[src/rtl/alu_ctrl_pkg.sv]
// Shared definitions for the ALU operation sequencer: opcodes, FSM states,
// datapath flag positions and opcode classification helpers.
package alu_ctrl_pkg;

  typedef logic [3:0] opcode_t;

  localparam opcode_t OP_CLR = 4'd0;
  localparam opcode_t OP_ADD = 4'd1;
  localparam opcode_t OP_SUB = 4'd2;
  localparam opcode_t OP_MUL = 4'd3;
  localparam opcode_t OP_DIV = 4'd4;
  localparam opcode_t OP_SHR = 4'd5;
  localparam opcode_t OP_SHL = 4'd6;
  localparam opcode_t OP_AND = 4'd7;
  localparam opcode_t OP_OR  = 4'd8;
  localparam opcode_t OP_NOT = 4'd9;

  // Strobe vector bit i belongs to opcode i: {C21,C20,C19,C18,C17,C16,C15,C13,C9,C8}
  localparam int N_STROBE = 10;

  localparam int FLAG_Z = 0;
  localparam int FLAG_N = 1;
  localparam int FLAG_C = 2;
  localparam int FLAG_V = 3;

  typedef enum logic [2:0] {
    ST_IDLE    = 3'd0,
    ST_CHECK   = 3'd1,
    ST_EXEC    = 3'd2,
    ST_CAPTURE = 3'd3,
    ST_REPORT  = 3'd4
  } state_e;

  function automatic logic is_binary(opcode_t op);
    return (op == OP_ADD) || (op == OP_SUB) || (op == OP_MUL) ||
           (op == OP_DIV) || (op == OP_AND) || (op == OP_OR);
  endfunction

  function automatic logic is_legal(opcode_t op);
    return op <= OP_NOT;
  endfunction

endpackage

[src/rtl/alu_op_sequencer_if.sv]
// Request/response channel between the microsequencer and the ALU op sequencer.
interface alu_op_if #(
  parameter int DATA_W = 16,
  parameter int FLAG_W = 4
);
  logic              op_valid;
  logic [3:0]        op_code;
  logic [DATA_W-1:0] operand;
  logic              op_ready;
  logic              done;
  logic [DATA_W-1:0] result;
  logic [FLAG_W-1:0] flags;
  logic              err;

  modport master (
    output op_valid, op_code, operand,
    input  op_ready, done, result, flags, err
  );

  modport slave (
    input  op_valid, op_code, operand,
    output op_ready, done, result, flags, err
  );
endinterface

[src/rtl/alu_strobe_decode.sv]
// Opcode to one-hot datapath strobe vector; all-zero for illegal opcodes.
module alu_strobe_decode
  import alu_ctrl_pkg::*;
(
  input  opcode_t             op_code,
  output logic [N_STROBE-1:0] strobe
);

  always_comb begin
    strobe = '0;
    case (op_code)
      OP_CLR:  strobe[0] = 1'b1;
      OP_ADD:  strobe[1] = 1'b1;
      OP_SUB:  strobe[2] = 1'b1;
      OP_MUL:  strobe[3] = 1'b1;
      OP_DIV:  strobe[4] = 1'b1;
      OP_SHR:  strobe[5] = 1'b1;
      OP_SHL:  strobe[6] = 1'b1;
      OP_AND:  strobe[7] = 1'b1;
      OP_OR:   strobe[8] = 1'b1;
      OP_NOT:  strobe[9] = 1'b1;
      default: strobe = '0;
    endcase
  end

endmodule

[src/rtl/alu_op_sequencer.sv]
// Issues one datapath strobe per accepted ALU operation and returns the
// captured accumulator/flags with a one-cycle done pulse.
//
//   state   | meaning
//   IDLE    | op_ready high, waiting for a request
//   CHECK   | reject illegal opcode or divide by zero
//   EXEC    | exactly one strobe high, datapath updates on closing edge
//   CAPTURE | sample ALU_out / ALUflags
//   REPORT  | done pulse with result, flags, err
module alu_op_sequencer
  import alu_ctrl_pkg::*;
#(
  parameter int DATA_W = 16,
  parameter int FLAG_W = 4
) (
  input  logic              clk,
  input  logic              rst_n,
  alu_op_if.slave           req,
  output logic [DATA_W-1:0] BR_out,
  output logic              C8,
  output logic              C9,
  output logic              C13,
  output logic              C15,
  output logic              C16,
  output logic              C17,
  output logic              C18,
  output logic              C19,
  output logic              C20,
  output logic              C21,
  input  logic [DATA_W-1:0] ALU_out,
  input  logic [FLAG_W-1:0] ALUflags
);

  state_e              state_q,    state_d;
  opcode_t             op_q,       op_d;
  logic [DATA_W-1:0]   br_q,       br_d;
  logic [N_STROBE-1:0] strobe_q,   strobe_d;
  logic                op_ready_q, op_ready_d;
  logic                done_q,     done_d;
  logic                err_q,      err_d;
  logic [DATA_W-1:0]   result_q,   result_d;
  logic [FLAG_W-1:0]   flags_q,    flags_d;
  logic [N_STROBE-1:0] dec_strobe;

  alu_strobe_decode u_decode (
    .op_code (op_q),
    .strobe  (dec_strobe)
  );

  // Outputs are registered one state ahead so they line up with state_q.
  always_comb begin
    state_d  = state_q;
    op_d     = op_q;
    br_d     = br_q;
    result_d = result_q;
    flags_d  = flags_q;
    strobe_d = '0;
    done_d   = 1'b0;
    err_d    = 1'b0;
    case (state_q)
      ST_IDLE: begin
        if (req.op_valid && op_ready_q) begin
          op_d    = req.op_code;
          state_d = ST_CHECK;
          if (is_binary(req.op_code)) br_d = req.operand;
        end
      end
      ST_CHECK: begin
        if (!is_legal(op_q) || (op_q == OP_DIV && br_q == '0)) begin
          state_d = ST_REPORT;
          done_d  = 1'b1;
          err_d   = 1'b1;
        end else begin
          state_d  = ST_EXEC;
          strobe_d = dec_strobe;
        end
      end
      ST_EXEC: state_d = ST_CAPTURE;
      ST_CAPTURE: begin
        result_d = ALU_out;
        flags_d  = ALUflags;
        state_d  = ST_REPORT;
        done_d   = 1'b1;
      end
      ST_REPORT: state_d = ST_IDLE;
      default:   state_d = ST_IDLE;
    endcase
    op_ready_d = (state_d == ST_IDLE);
  end

  always_ff @(posedge clk or negedge rst_n) begin
    if (!rst_n) begin
      state_q    <= ST_IDLE;
      op_q       <= OP_CLR;
      br_q       <= '0;
      strobe_q   <= '0;
      op_ready_q <= 1'b0;
      done_q     <= 1'b0;
      err_q      <= 1'b0;
      result_q   <= '0;
      flags_q    <= '0;
    end else begin
      state_q    <= state_d;
      op_q       <= op_d;
      br_q       <= br_d;
      strobe_q   <= strobe_d;
      op_ready_q <= op_ready_d;
      done_q     <= done_d;
      err_q      <= err_d;
      result_q   <= result_d;
      flags_q    <= flags_d;
    end
  end

  assign BR_out = br_q;
  assign {C21, C20, C19, C18, C17, C16, C15, C13, C9, C8} = strobe_q;

  assign req.op_ready = op_ready_q;
  assign req.done     = done_q;
  assign req.err      = err_q;
  assign req.result   = result_q;
  assign req.flags    = flags_q;

endmodule

[src/flat_wrapper.sv]
// flat-port wrapper written by rule: the top's interface ports become plain ports
module alu_op_sequencer_flat import alu_ctrl_pkg::*;
#(
  parameter int DATA_W = 16,
  parameter int FLAG_W = 4
)
  (clk, rst_n, BR_out, C8, C9, C13, C15, C16, C17, C18, C19, C20, C21, ALU_out, ALUflags, req_op_valid, req_op_code, req_operand, req_op_ready, req_done, req_result, req_flags, req_err);
  alu_op_if #(.DATA_W(DATA_W), .FLAG_W(FLAG_W)) req_i ();
  input  logic clk;
  input  logic rst_n;
  output logic [DATA_W-1:0] BR_out;
  output logic C8;
  output logic C9;
  output logic C13;
  output logic C15;
  output logic C16;
  output logic C17;
  output logic C18;
  output logic C19;
  output logic C20;
  output logic C21;
  input  logic [DATA_W-1:0] ALU_out;
  input  logic [FLAG_W-1:0] ALUflags;
  input wire logic [$bits(req_i.op_valid)-1:0] req_op_valid;
  input wire logic [$bits(req_i.op_code)-1:0] req_op_code;
  input wire logic [$bits(req_i.operand)-1:0] req_operand;
  output wire logic [$bits(req_i.op_ready)-1:0] req_op_ready;
  output wire logic [$bits(req_i.done)-1:0] req_done;
  output wire logic [$bits(req_i.result)-1:0] req_result;
  output wire logic [$bits(req_i.flags)-1:0] req_flags;
  output wire logic [$bits(req_i.err)-1:0] req_err;
  assign req_i.op_valid = req_op_valid;
  assign req_i.op_code = req_op_code;
  assign req_i.operand = req_operand;
  assign req_op_ready = req_i.op_ready;
  assign req_done = req_i.done;
  assign req_result = req_i.result;
  assign req_flags = req_i.flags;
  assign req_err = req_i.err;
  alu_op_sequencer #(.DATA_W(DATA_W), .FLAG_W(FLAG_W)) u_core (.clk(clk), .rst_n(rst_n), .req(req_i), .BR_out(BR_out), .C8(C8), .C9(C9), .C13(C13), .C15(C15), .C16(C16), .C17(C17), .C18(C18), .C19(C19), .C20(C20), .C21(C21), .ALU_out(ALU_out), .ALUflags(ALUflags));
endmodule
[config.mk]
export PLATFORM = sky130hd
export DESIGN_NAME = alu_op_sequencer_flat
export DESIGN_NICKNAME = d
export VERILOG_FILES = /design/src/rtl/alu_ctrl_pkg.sv /design/src/rtl/alu_op_sequencer_if.sv /design/src/rtl/alu_strobe_decode.sv /design/src/rtl/alu_op_sequencer.sv /design/src/flat_wrapper.sv
export SDC_FILE = /design/constraint.sdc
export NUM_CORES = 1
export LEC_CHECK = 0
export ABC_AREA = 1
export BUFFER_PORTS_ARGS = -buffer_cell sky130_fd_sc_hd__buf_2
export CAP_MARGIN = 20
export CORE_MARGIN = 1
export CORE_UTILIZATION = 50
export CTS_CLUSTER_SIZE = 25
export DETAILED_ROUTE_END_ITERATION = 12
export PLACE_DENSITY = 0.82
export SYNTH_ARGS = -nofsm -noshare
export SYNTH_HDL_FRONTEND = slang
export SYNTH_SLANG_ARGS = --single-unit
[constraint.sdc]
create_clock -name clk -period 3.4 [get_ports clk]
set_input_delay 0.17 -clock clk [delete_from_list [all_inputs] [get_ports clk]]
set_output_delay 0.17 -clock clk [all_outputs]
set_load 0.01 [all_outputs]
After elaboration in Yosys (flattened, before gate mapping)
Cells that the tools add are included.
{"block": "word_totals", "regBits": 56, "in_bits": 43, "out_inout_bits": 49, "elab_cells": 61}
{"block": "classes", "n_lt_le_gt_ge": 1, "n_eq_ne": 18, "muxes": 18, "reduce_logical": 15}
{"cell": "$eq A4 B3 Y1 const B", "n": 6}
{"cell": "$mux W10", "n": 2}
{"cell": "$eq A4 B2 Y1 const B", "n": 4}
{"cell": "$logic_not A16 Y1", "n": 1}
{"cell": "$eq A4 B4 Y1 const B", "n": 3}
{"cell": "$mux W1", "n": 12}
{"cell": "$pmux W3 S4", "n": 1}
{"cell": "$eq A4 B1 Y1 const B", "n": 2}
{"cell": "$eq A3 B2 Y1 const B", "n": 2}
{"cell": "$logic_not A3 Y1", "n": 2}
{"cell": "$logic_or A1 B1 Y1", "n": 6}
{"cell": "$mux W3", "n": 2}
{"cell": "$le A4 B4 Y1 const B", "n": 1}
{"cell": "$logic_not A4 Y1", "n": 1}
{"cell": "$eq A3 B1 Y1 const B", "n": 1}
{"cell": "$reduce_and A3 Y1", "n": 1}
{"cell": "$logic_and A1 B1 Y1", "n": 2}
{"cell": "$pmux W1 S2", "n": 1}
{"cell": "$reduce_and A2 Y1", "n": 1}
{"cell": "$logic_not A1 Y1", "n": 1}

Depth between registers and ports, before layout
Gate-level depths: netlist of the first run.
{"block": "depth", "ltp_word": 7, "ltp_mapped": 9, "mapped_depth_nobuf": 8}

By module
Synthesis of the first run repeated with hierarchy kept, for this count alone.
{"block": "hier_totals", "hier_cells": 231, "hier_area_um2": 2338.5}
{"module": "alu_op_sequencer", "n_inst": 1, "cells_each": 210, "area_per_inst_um2": 2254.7, "seq_area_each_um2": 1401.3}
{"module": "alu_strobe_decode", "n_inst": 1, "cells_each": 21, "area_per_inst_um2": 83.8, "seq_area_each_um2": 0.0}

Worst setup path after synthesis of the first run
Ideal clock, no wire load.
{"block": "synth_path", "path_kind": "register to register", "startpoint": "reg u_core.state_q[1]", "endpoint": "reg u_core.br_q[11], in the netlist u_core.BR_out[11]", "setup_time_ps": 116, "arrival_time_ps": 1116, "t_required_ps": 3284, "setup_slack_ps": 2168, "path_stages_with_launch": 8, "path_buffers": 1, "synth_period_minus_slack_ps": 1232, "cell_sequence": "dfrtp_1 nor2_2 nand3_4 inv_4 nand2_4 buf_6 nand2_2 nand2_1"}
{"block": "synth_via", "elab_chain_cells": 2}
{"element": "start: declaration", "line": "alu_op_sequencer.sv:34", "source": "state_e state_q, state_d;"}
{"element": "start signal: assignment", "line": "alu_op_sequencer.sv:103", "source": "state_q <= state_d;"}
{"element": "$logic_not A3 Y1", "line": "alu_op_sequencer.sv:60", "source": "case (state_q)"}
{"element": "$reduce_and A3 Y1 (no line)"}
{"element": "end signal: assignment", "line": "alu_op_sequencer.sv:105", "source": "br_q <= br_d;"}
{"element": "end: declaration", "line": "alu_op_sequencer.sv:36", "source": "logic [DATA_W-1:0] br_q, br_d;"}
Every way passes these cells.
A chain may end at the register's enable or synchronous reset.

Worst setup path after layout of the first run
{"block": "layout_path", "startpoint": "reg u_core.state_q[2]", "endpoint": "reg u_core.result_q[14], in the netlist u_core.req.result[14]"}
{"block": "layout_via", "elab_chain_cells": 1}
{"element": "$eq A3 B2 Y1", "line": "alu_op_sequencer.sv:60"}
{"element": "end signal: assignment", "line": "alu_op_sequencer.sv:110", "source": "result_q <= result_d;"}
{"element": "end: declaration", "line": "alu_op_sequencer.sv:41", "source": "logic [DATA_W-1:0] result_q, result_d;"}
Every way passes these cells.

==> results of run 1 <==
path summary, 6_finish.rpt:
kind,start,end
max in group asynchronous,rst_n,u_core.req.result[3]$_DFFE_PN0N_
worst min register to register,u_core.req.result[7]$_DFFE_PN0N_,u_core.req.result[7]$_DFFE_PN0N_
worst min-delay path,ALU_out[12],u_core.req.result[12]$_DFFE_PN0N_
worst max-delay path,u_core.state_q[2]$_DFF_PN0_,u_core.req.result[14]$_DFFE_PN0N_
min in group asynchronous,rst_n,u_core.strobe_q[3]$_DFF_PN0_
worst max register to register,u_core.state_q[2]$_DFF_PN0_,u_core.req.result[14]$_DFFE_PN0N_
worst max-delay path: stages (launching register included):
cell and delay, ns:
dfrtp_1 0.40, inv_1 0.10, nand3_1 0.68, mux2_2 0.55
cell type report:
cell class,count,area share
multi-input combinational,130,0.2665
tap,52,0.02287
inverter,14,0.01935
clock buffer,6,0.02902
clock inverter,2,0.003518
timing repair buffer,93,0.1662
sequential,56,0.4925
sequential cells by signal, indices dropped and copies added (netlist names):
| register | flops |
|---|---|
| u_core.BR_out | 16 |
| u_core.req.result | 16 |
| u_core.strobe_q | 10 |
| u_core.op_q | 4 |
| u_core.req.flags | 4 |
| u_core.state_q | 3 |
| u_core.req.done | 1 |
| u_core.req.err | 1 |
| u_core.req.op_ready | 1 |
cell usage in the layout, fill, tap and decap left out, types with 2 or more instances in the layout:
cell,instances
nor4_1,2
inv_2,2
o21ai_0,6
inv_1,11
mux2_2,20
nand3_1,21
nand2_2,10
buf_2,91
clkinv_2,2
nand2_1,42
dfrtp_1,56
nor3_1,4
clkbuf_8,6
nor2_1,17
cells in the mapped netlist (2+ instances only):
| library cell | n |
|---|---|
| nor3_1 | 4 |
| buf_4 | 3 |
| nor4_1 | 2 |
| mux2_2 | 20 |
| nand2_2 | 10 |
| inv_2 | 2 |
| nand3_1 | 21 |
| o21ai_0 | 6 |
| inv_1 | 11 |
| nor2_1 | 17 |
| nand2_1 | 42 |
| dfrtp_1 | 56 |
power by group:
part | internal [uW] | leakage (uW) | switching, uW
Clock | 163 | 0.0000510 | 201
Combinational | 415 | 0.000811 | 483
Sequential | 933 | 0.000702 | 174
metrics by stage:
stage	setup slack, ns	hold WS [ns]	utilization	power (uW)	instances
6_report	1.558	0.09291	0.6534	2370	353
3_3_place_gp	1.582	0.1606	0.6299	1992	344
3_5_place_dp	1.563	0.1688	0.6299	2029	344
4_1_cts	1.537	0.08909	0.6534	2392	353
5_1_grt	1.388	0.08508	0.6534	2547	353
2_1_floorplan	2.168	-0.1256	-	1679	205
metal layers:
layer / wire [um] / global-route usage
met4: 28 / 0.04082
met1: 1847 / 0.2448
met3: 308 / 0.06140
met2: 1958 / 0.3107
met5: 0 / 0
cells by family after synthesis:
kind of cell    after synthesis  share of synthesized area
compound gates                8                    0.02388
buf+inv                      19                    0.04164
flops                        56                     0.6219
mux                          20                    0.09995
simple gates                102                     0.2127
==> reports/metrics.cfg, run 1 <==
[sta]
slew_violations = 0
finalHoldViolations = 0
fmax_ghz = 0.5428
relSlewSlack = 0.3466
min_period_ns = 1.842
worstMarginPinSlew_ns = 0.9774
skew_ns = 0.004994
finalSetupTns_ns = 0
min_period_over_period = 0.5418
setup_viol_count_final = 0
rsz0062_at_grt = no

[cells_and_area]
antenna_cells = 0
ff_latch_area_sq_mm = 0.001401
drive_gt1_frac = 0.4585
design_area_sq_mm = 0.002845
final.fill_count = 358
multi_input_area_sq_um = 758.2
syn2layout_area_growth_pct = 26.26
nets = 343

[floorplan]
coreArea_sq_mm = 0.004354
core.rowCount = 24
die_area_sq_mm = 0.004779
die_h_um = 69.13
start_util = 0.5175
pin_count = 92
die_w_um = 69.13

[synthesis]
async_flop_share = 1.000
ys_warn_count = 0
synth_edf_count = 0
synthTopCellsByArea = dfrtp_1 62%, mux2_2 10%, nand2_1 7.0%
synth_top_flop_cell = dfrtp_1
syn_inst = 205
synth_top_area_cell = dfrtp_1
yosysTopAreaCellShare = 0.6219
ys_types = 23
syn_nets = 248
syn_area_per_cell_sq_um = 10.99
syn_area_sq_mm = 0.002253
synth_seq_area_share = 0.6219
synth_seq_cells = 56

[setup_path]
critPathKind = reg2reg
startpoint_type = flop
crit_fanout = 22
reg2regPathDepth = 3
endpoint_kind = flop
crit_required_ns = 3.59
arrival_ns = 2.03
r2r_slack_ns = 1.56

[run]
cap_violations = 0

[grt]
antenna_found_initial = 0
grt_max_degree = 35
grt_pass1_vias = 1687
grt_overflow = 0
grt_first_pass_wirelength_um = 7300
track_usage = 0.1887

[clock_network]
clockRootBuffer = clkbuf_8
ctsResizeCount = 0
cts_setup_buffers = 0
path_clk_slew_ns = 0.09
cts_inserted_buffers = 5
htreeDepth = 2
clk_latency_ns = 0.30
cts_hold_buf = 1
clkSinkCount = 56
cts_tree = yes
cts_buffer_depth = 2

[placement]
port_buffers = 91
dpl_cell_area_sq_mm = 0.002743
dp_hpwl_um = 3070
gp_congestion = 0.8293

[detailed_routing]
drc = 0
via_per_inst = 4.892
antenna_left = 0
drt_iter0_markers = 84
avgRoutedWirePerCell_um = 11.74
drt_pass1_iterations = 4
finalWirelength_um = 4143
vias = 1727

[outcome]
run_status = finished, final reports clean

[power]
p_leak_uw = 0.001565
irDropWorstVdd_uv = 448.4
p_per_area_mw_per_mm2 = 832.9

[worst_hold_path]
min_path_cells = 2
min_path_type = in2reg

No activity file was read; power rests on OpenSTA's default activity.
==> run 2: changes to the inputs <==
--- a/config.mk
+++ b/config.mk
@@ -9,10 +9,10 @@
 export BUFFER_PORTS_ARGS = -buffer_cell sky130_fd_sc_hd__buf_2
 export CAP_MARGIN = 20
 export CORE_MARGIN = 1
-export CORE_UTILIZATION = 50
+export CORE_UTILIZATION = 47
 export CTS_CLUSTER_SIZE = 25
 export DETAILED_ROUTE_END_ITERATION = 12
-export PLACE_DENSITY = 0.82
+export PLACE_DENSITY = 0.78
 export SYNTH_ARGS = -nofsm -noshare
 export SYNTH_HDL_FRONTEND = slang
 export SYNTH_SLANG_ARGS = --single-unit
==> constraint.sdc (replaced) <==
create_clock -name clk -period 1.76 [get_ports clk]
set_input_delay 0.088 -clock clk [delete_from_list [all_inputs] [get_ports clk]]
set_output_delay 0.088 -clock clk [all_outputs]
set_load 0.01 [all_outputs]
==> reports/metrics.cfg, run 2 (synthesized netlist as in run 1, its figures left out) <==
[setup_path]
r2r-start = u_core.state_q[1]$_DFF_PN0_
arrival_ns = 1.59
r2r_slack_ns = 0.37
startpoint_type = flop
cp_slowest_cell = dfrtp_1
critPathKind = reg2reg
reg2regPathDepth = 6
r2r_end = u_core.BR_out[15]$_DFFE_PN0P_
cpMostUsedCell = nand2_1
crit_fanout = 17
path_cells = nor2_2, nand3_4, inv_4, nand2_4, nand2_1, nand2_1
slowest_delay_ns = 0.42
endpoint_kind = flop
cp-startpoint = u_core.state_q[1]$_DFF_PN0_
cp-endpoint = u_core.BR_out[15]$_DFFE_PN0P_
crit_required_ns = 1.96

[grt]
grt_overflow = 0
track_usage = 0.1826
grt_pass1_vias = 1676
antenna_found_initial = 0
grt_max_degree = 23
grt_first_pass_wirelength_um = 7258

[floorplan]
core.rowCount = 24
die_h_um = 71.24
start_util = 0.5036
coreArea_sq_mm = 0.004474
die_area_sq_mm = 0.005075
pin_count = 92
die_w_um = 71.24

[sta]
slew_violations = 0
finalHoldViolations = 0
relSlewSlack = 0.6834
whs_ns = 0.01475
worstMarginPinSlew_ns = 0.4750
min_period_over_period = 0.7911
fmax_ghz = 0.7182
min_period_ns = 1.392
skew_ns = 0.006539
setup_viol_count_final = 0
finalSetupTns_ns = 0
rsz0062_at_grt = no

[cells_and_area]
antenna_cells = 0
nets = 354
drive_gt1_frac = 0.4423
layout_common_cells = 91 x buf_2, 56 x dfrtp_1, 42 x nand2_1
syn2layout_area_growth_pct = 30.82
final_common_cell = buf_2

[worst_hold_path]
min_path_type = in2reg
min_path_cells = 3

[outcome]
run_status = finished with violations
violations = design-rule violations

[placement]
gp_congestion = 0.7393
port_buffers = 91
dp_hpwl_um = 3096

[power]
p_leak_uw = 0.001606
irDropWorstVdd_uv = 708.4
p_per_area_mw_per_mm2 = 1559

[clock_network]
clk_latency_ns = 0.30
clkSinkCount = 56
cts_tree = yes
cts_setup_buffers = 0
cts_inserted_buffers = 5
ctsResizeCount = 0
clockRootBuffer = clkbuf_8
path_clk_slew_ns = 0.09
htreeDepth = 2
cts_hold_buf = 10
cts_buffer_depth = 2

[detailed_routing]
via_per_inst = 4.797
vias = 1746
finalWirelength_um = 4276
avgRoutedWirePerCell_um = 11.75
drt_iter0_markers = 65
antenna_left = 0
drc = 9
drt_pass1_iterations = 8

[run]
cap_violations = 0

run 2: changes by cell type in the layout (fill, tap and decap cells not counted):
cell / change
clkbuf_1: +2
buf_4: +2
clkinv_2: -2
dlygate4sd3_1: +9
run 2: cell type report:
type,count,area (sq um)
timing repair buffer,104,578.1
multi-input combinational,130,758.2
clock buffer,8,90.09
sequential,56,1401
fill,371,1526
tap,52,65.06
inverter,14,55.05
run 2: how the worst min path moves through the flow:
| stage | from | endpoint | slack, ns |
|---|---|---|---|
| final | req_operand[1] | u_core.BR_out[1]$_DFFE_PN0P_ | 0.01 |
| after global routing | ALU_out[12] | u_core.req.result[12]$_DFFE_PN0N_ | 0.003 |
| after CTS | req_operand[1] | u_core.BR_out[1]$_DFFE_PN0P_ | 0.001 |
| after detailed placement | rst_n | u_core.strobe_q[1]$_DFF_PN0_ | 0.07 |
| after global placement | rst_n | u_core.strobe_q[1]$_DFF_PN0_ | 0.06 |
| after floorplan | rst_n | u_core.BR_out[0]$_DFFE_PN0P_ | -0.21 |
run 2: routing by layer:
layer,global-route usage,vias to the layer above,routed length (um)
li1,-,875,-
met1,0.2239,798,1864
met2,0.3175,68,2055
met3,0.05345,5,315
met4,0.04667,0,41
met5,0,-,0
run 2: metrics by stage:
| stage | power [uW] | std cells | cell area, sq um | utilization | worst slack [ns] |
|---|---|---|---|---|---|
| 3_5_place_dp | 3924 | 346 | 2758 | 0.6163 | 0.3756 |
| 4_1_cts | 4656 | 364 | 2948 | 0.6588 | 0.3523 |
| 6_report | 4597 | 364 | 2948 | 0.6588 | 0.3677 |
| 3_3_place_gp | 3866 | 346 | 2758 | 0.6163 | 0.4109 |
| 2_1_floorplan | 3244 | 205 | 2253 | - | 0.5275 |
| 5_1_grt | 4966 | 364 | 2948 | 0.6588 | 0.2145 |
run 2: report_power, final:
part           leakage, uW  switching (uW)  internal (uW)  total [uW]
Combinational     0.000858             948            820        1770
Clock            0.0000455             371            322         693
Sequential        0.000702             334           1800        2140
run 2: worst max-delay path, delay by kind of cell, from the launching register on:
kind | cells | cell delay (ns)
buffers and inverters | 1 | 0.19
and+or+nand+nor | 5 | 0.68
DFF | 1 | 0.42
==> run 3: changes to the inputs <==
--- a/config.mk
+++ b/config.mk
@@ -9,10 +9,10 @@
 export BUFFER_PORTS_ARGS = -buffer_cell sky130_fd_sc_hd__buf_2
 export CAP_MARGIN = 20
 export CORE_MARGIN = 1
-export CORE_UTILIZATION = 47
+export CORE_UTILIZATION = 43
 export CTS_CLUSTER_SIZE = 25
 export DETAILED_ROUTE_END_ITERATION = 12
-export PLACE_DENSITY = 0.78
+export PLACE_DENSITY = 0.75
 export SYNTH_ARGS = -nofsm -noshare
 export SYNTH_HDL_FRONTEND = slang
 export SYNTH_SLANG_ARGS = --single-unit
==> constraint.sdc (replaced) <==
create_clock -name clk -period 1.2 [get_ports clk]
set_input_delay 0.06 -clock clk [delete_from_list [all_inputs] [get_ports clk]]
set_output_delay 0.06 -clock clk [all_outputs]
set_load 0.01 [all_outputs]
==> reports/metrics.cfg, run 3 (synthesized netlist as in run 1, its figures left out) <==
[outcome]
run_status = finished, final reports clean

[setup_path]
r2r_end = u_core.strobe_q[1]$_DFF_PN0_
critPathKind = reg2reg
reg2regPathDepth = 5
r2r_slack_ns = 0.01
arrival_ns = 1.37
r2r-start = u_core.op_q[0]$_DFFE_PN0P_
cp-startpoint = u_core.op_q[0]$_DFFE_PN0P_
endpoint_kind = flop
startpoint_type = flop
crit_required_ns = 1.39
crit_fanout = 4

[placement]
port_buffers = 91
pre_cts_ws_ns = -0.01650
gp_congestion = 0.7607
dp_hpwl_um = 3373

[cells_and_area]
syn2layout_area_growth_pct = 55.75
final_common_cell = buf_2
layout_common_cells = 91 x buf_2, 55 x dfrtp_1, 41 x nand2_1
antenna_cells = 0
final_util = 0.7192
drive_gt1_frac = 0.4819
nets = 401

[detailed_routing]
drt_pass1_iterations = 4
finalWirelength_um = 5765
antenna_left = 0
drc = 0
vias = 2038
drt_iter0_markers = 81
via_per_inst = 4.784
avgRoutedWirePerCell_um = 13.53

[clock_network]
cts_inserted_buffers = 5
cts_tree = yes
path_clk_slew_ns = 0.09
htreeDepth = 2
clockRootBuffer = clkbuf_8
clk_latency_ns = 0.30
cts_buffer_depth = 2
clkSinkCount = 56

[worst_hold_path]
min_path_type = in2reg
holdPathEnd = u_core.req.result[7]$_DFFE_PN0N_
min_path_cells = 2
hp-start = ALU_out[7]

[sta]
min_period_over_period = 0.9891
setup_viol_count_final = 0
slew_violations = 0
skew_ns = 0.008280
finalWorstSetupSlack_ns = 0.01306
finalSetupTns_ns = 0
rsz0062_at_grt = yes
finalHoldViolations = 0
relSlewSlack = 0.8074
worstMarginPinSlew_ns = 0.2889
fmax_ghz = 0.8425
min_period_ns = 1.187

[floorplan]
die_area_sq_mm = 0.005534
coreArea_sq_mm = 0.004880
core.rowCount = 25
die_w_um = 74.39
pin_count = 92
start_util = 0.4618
die_h_um = 74.39

[power]
p_switching_uw = 2770
swShare = 0.3633
p_comb_frac = 0.453
p_per_area_mw_per_mm2 = 2172
irDropWorstVdd_uv = 1213
seqPwrFrac = 0.413
clkPwrFrac = 0.135
p_leak_uw = 0.001829
internal_power_uw = 4854

[grt]
grt_max_degree = 57
grt_first_pass_wirelength_um = 8687
antenna_found_initial = 0
grt_pass1_vias = 1968
grt_overflow = 0
track_usage = 0.2105

[run]
cap_violations = 0

==> run 3: power groups by stage <==
stage | Sequential, uW | Combinational (uW) | Clock [uW]
after floorplan | 3450 | 1310 | 0
after global placement | 3090 | 2980 | 0
after detailed placement | 3120 | 3070 | 0
after CTS | 3080 | 3210 | 1050
after global routing | 3240 | 3790 | 1130
final | 3150 | 3450 | 1030
==> run 3: how the worst max path moves through the flow <==
stage,end,slack (ns)
2_1_floorplan,u_core.BR_out[11]$_DFFE_PN0P_,-0.006
3_5_place_dp,u_core.strobe_q[9]$_DFF_PN0_,-0.02
6_report,u_core.strobe_q[1]$_DFF_PN0_,0.01
3_3_place_gp,u_core.req.result[3]$_DFFE_PN0N_,0.02
5_1_grt,u_core.strobe_q[1]$_DFF_PN0_,-0.09
4_1_cts,u_core.req.result[0]$_DFFE_PN0N_,-0.01
==> run 3: layer usage <==
metal,track usage,share of wire,wire [um]
met3,0.04878,0.059,341
met5,0,0,0
met2,0.3834,0.53,3058
met1,0.2474,0.40,2293
met4,0.05870,0.012,72
==> run 3: worst max-delay path, stage by stage, from the launching register on <==
cell and delay (ns):
dfrtp_1 0.38, or2_1 0.25, nor2_2 0.13, nand3_2 0.09, nand4_1 0.16, nor2_1 0.06
==> run 3: through the flow <==
step           power, uW  cells  hold WS, ns  area (sq um)
6_report            7624    426     0.009285          3510
5_1_grt             8169    426     0.003240          3510
4_1_cts             7336    421     0.001516          3383
3_5_place_dp        6182    378      0.07983          2929
3_3_place_gp        6070    378      0.08021          2929
2_1_floorplan       4767    205      -0.2356          2260
==> run 3: repair_timing <==
item | CTS | global route
endpoints found under the hold margin | 89 | 1
resized for setup | 4 | 19
setup buffers | 1 | 2
setup endpoints to repair | 16 | 50
hold buffers | 34 | 1
cloned | 0 | 2
pin swaps | 0 | 2
==> run 3: area by class of cell <==
cell class | instances | area [sq um]
tap | 67 | 83.83
multi-input combinational | 130 | 824.5
clock buffer | 8 | 90.09
timing repair buffer | 151 | 1051
inverter | 14 | 57.56
sequential | 56 | 1403
fill | 363 | 1370
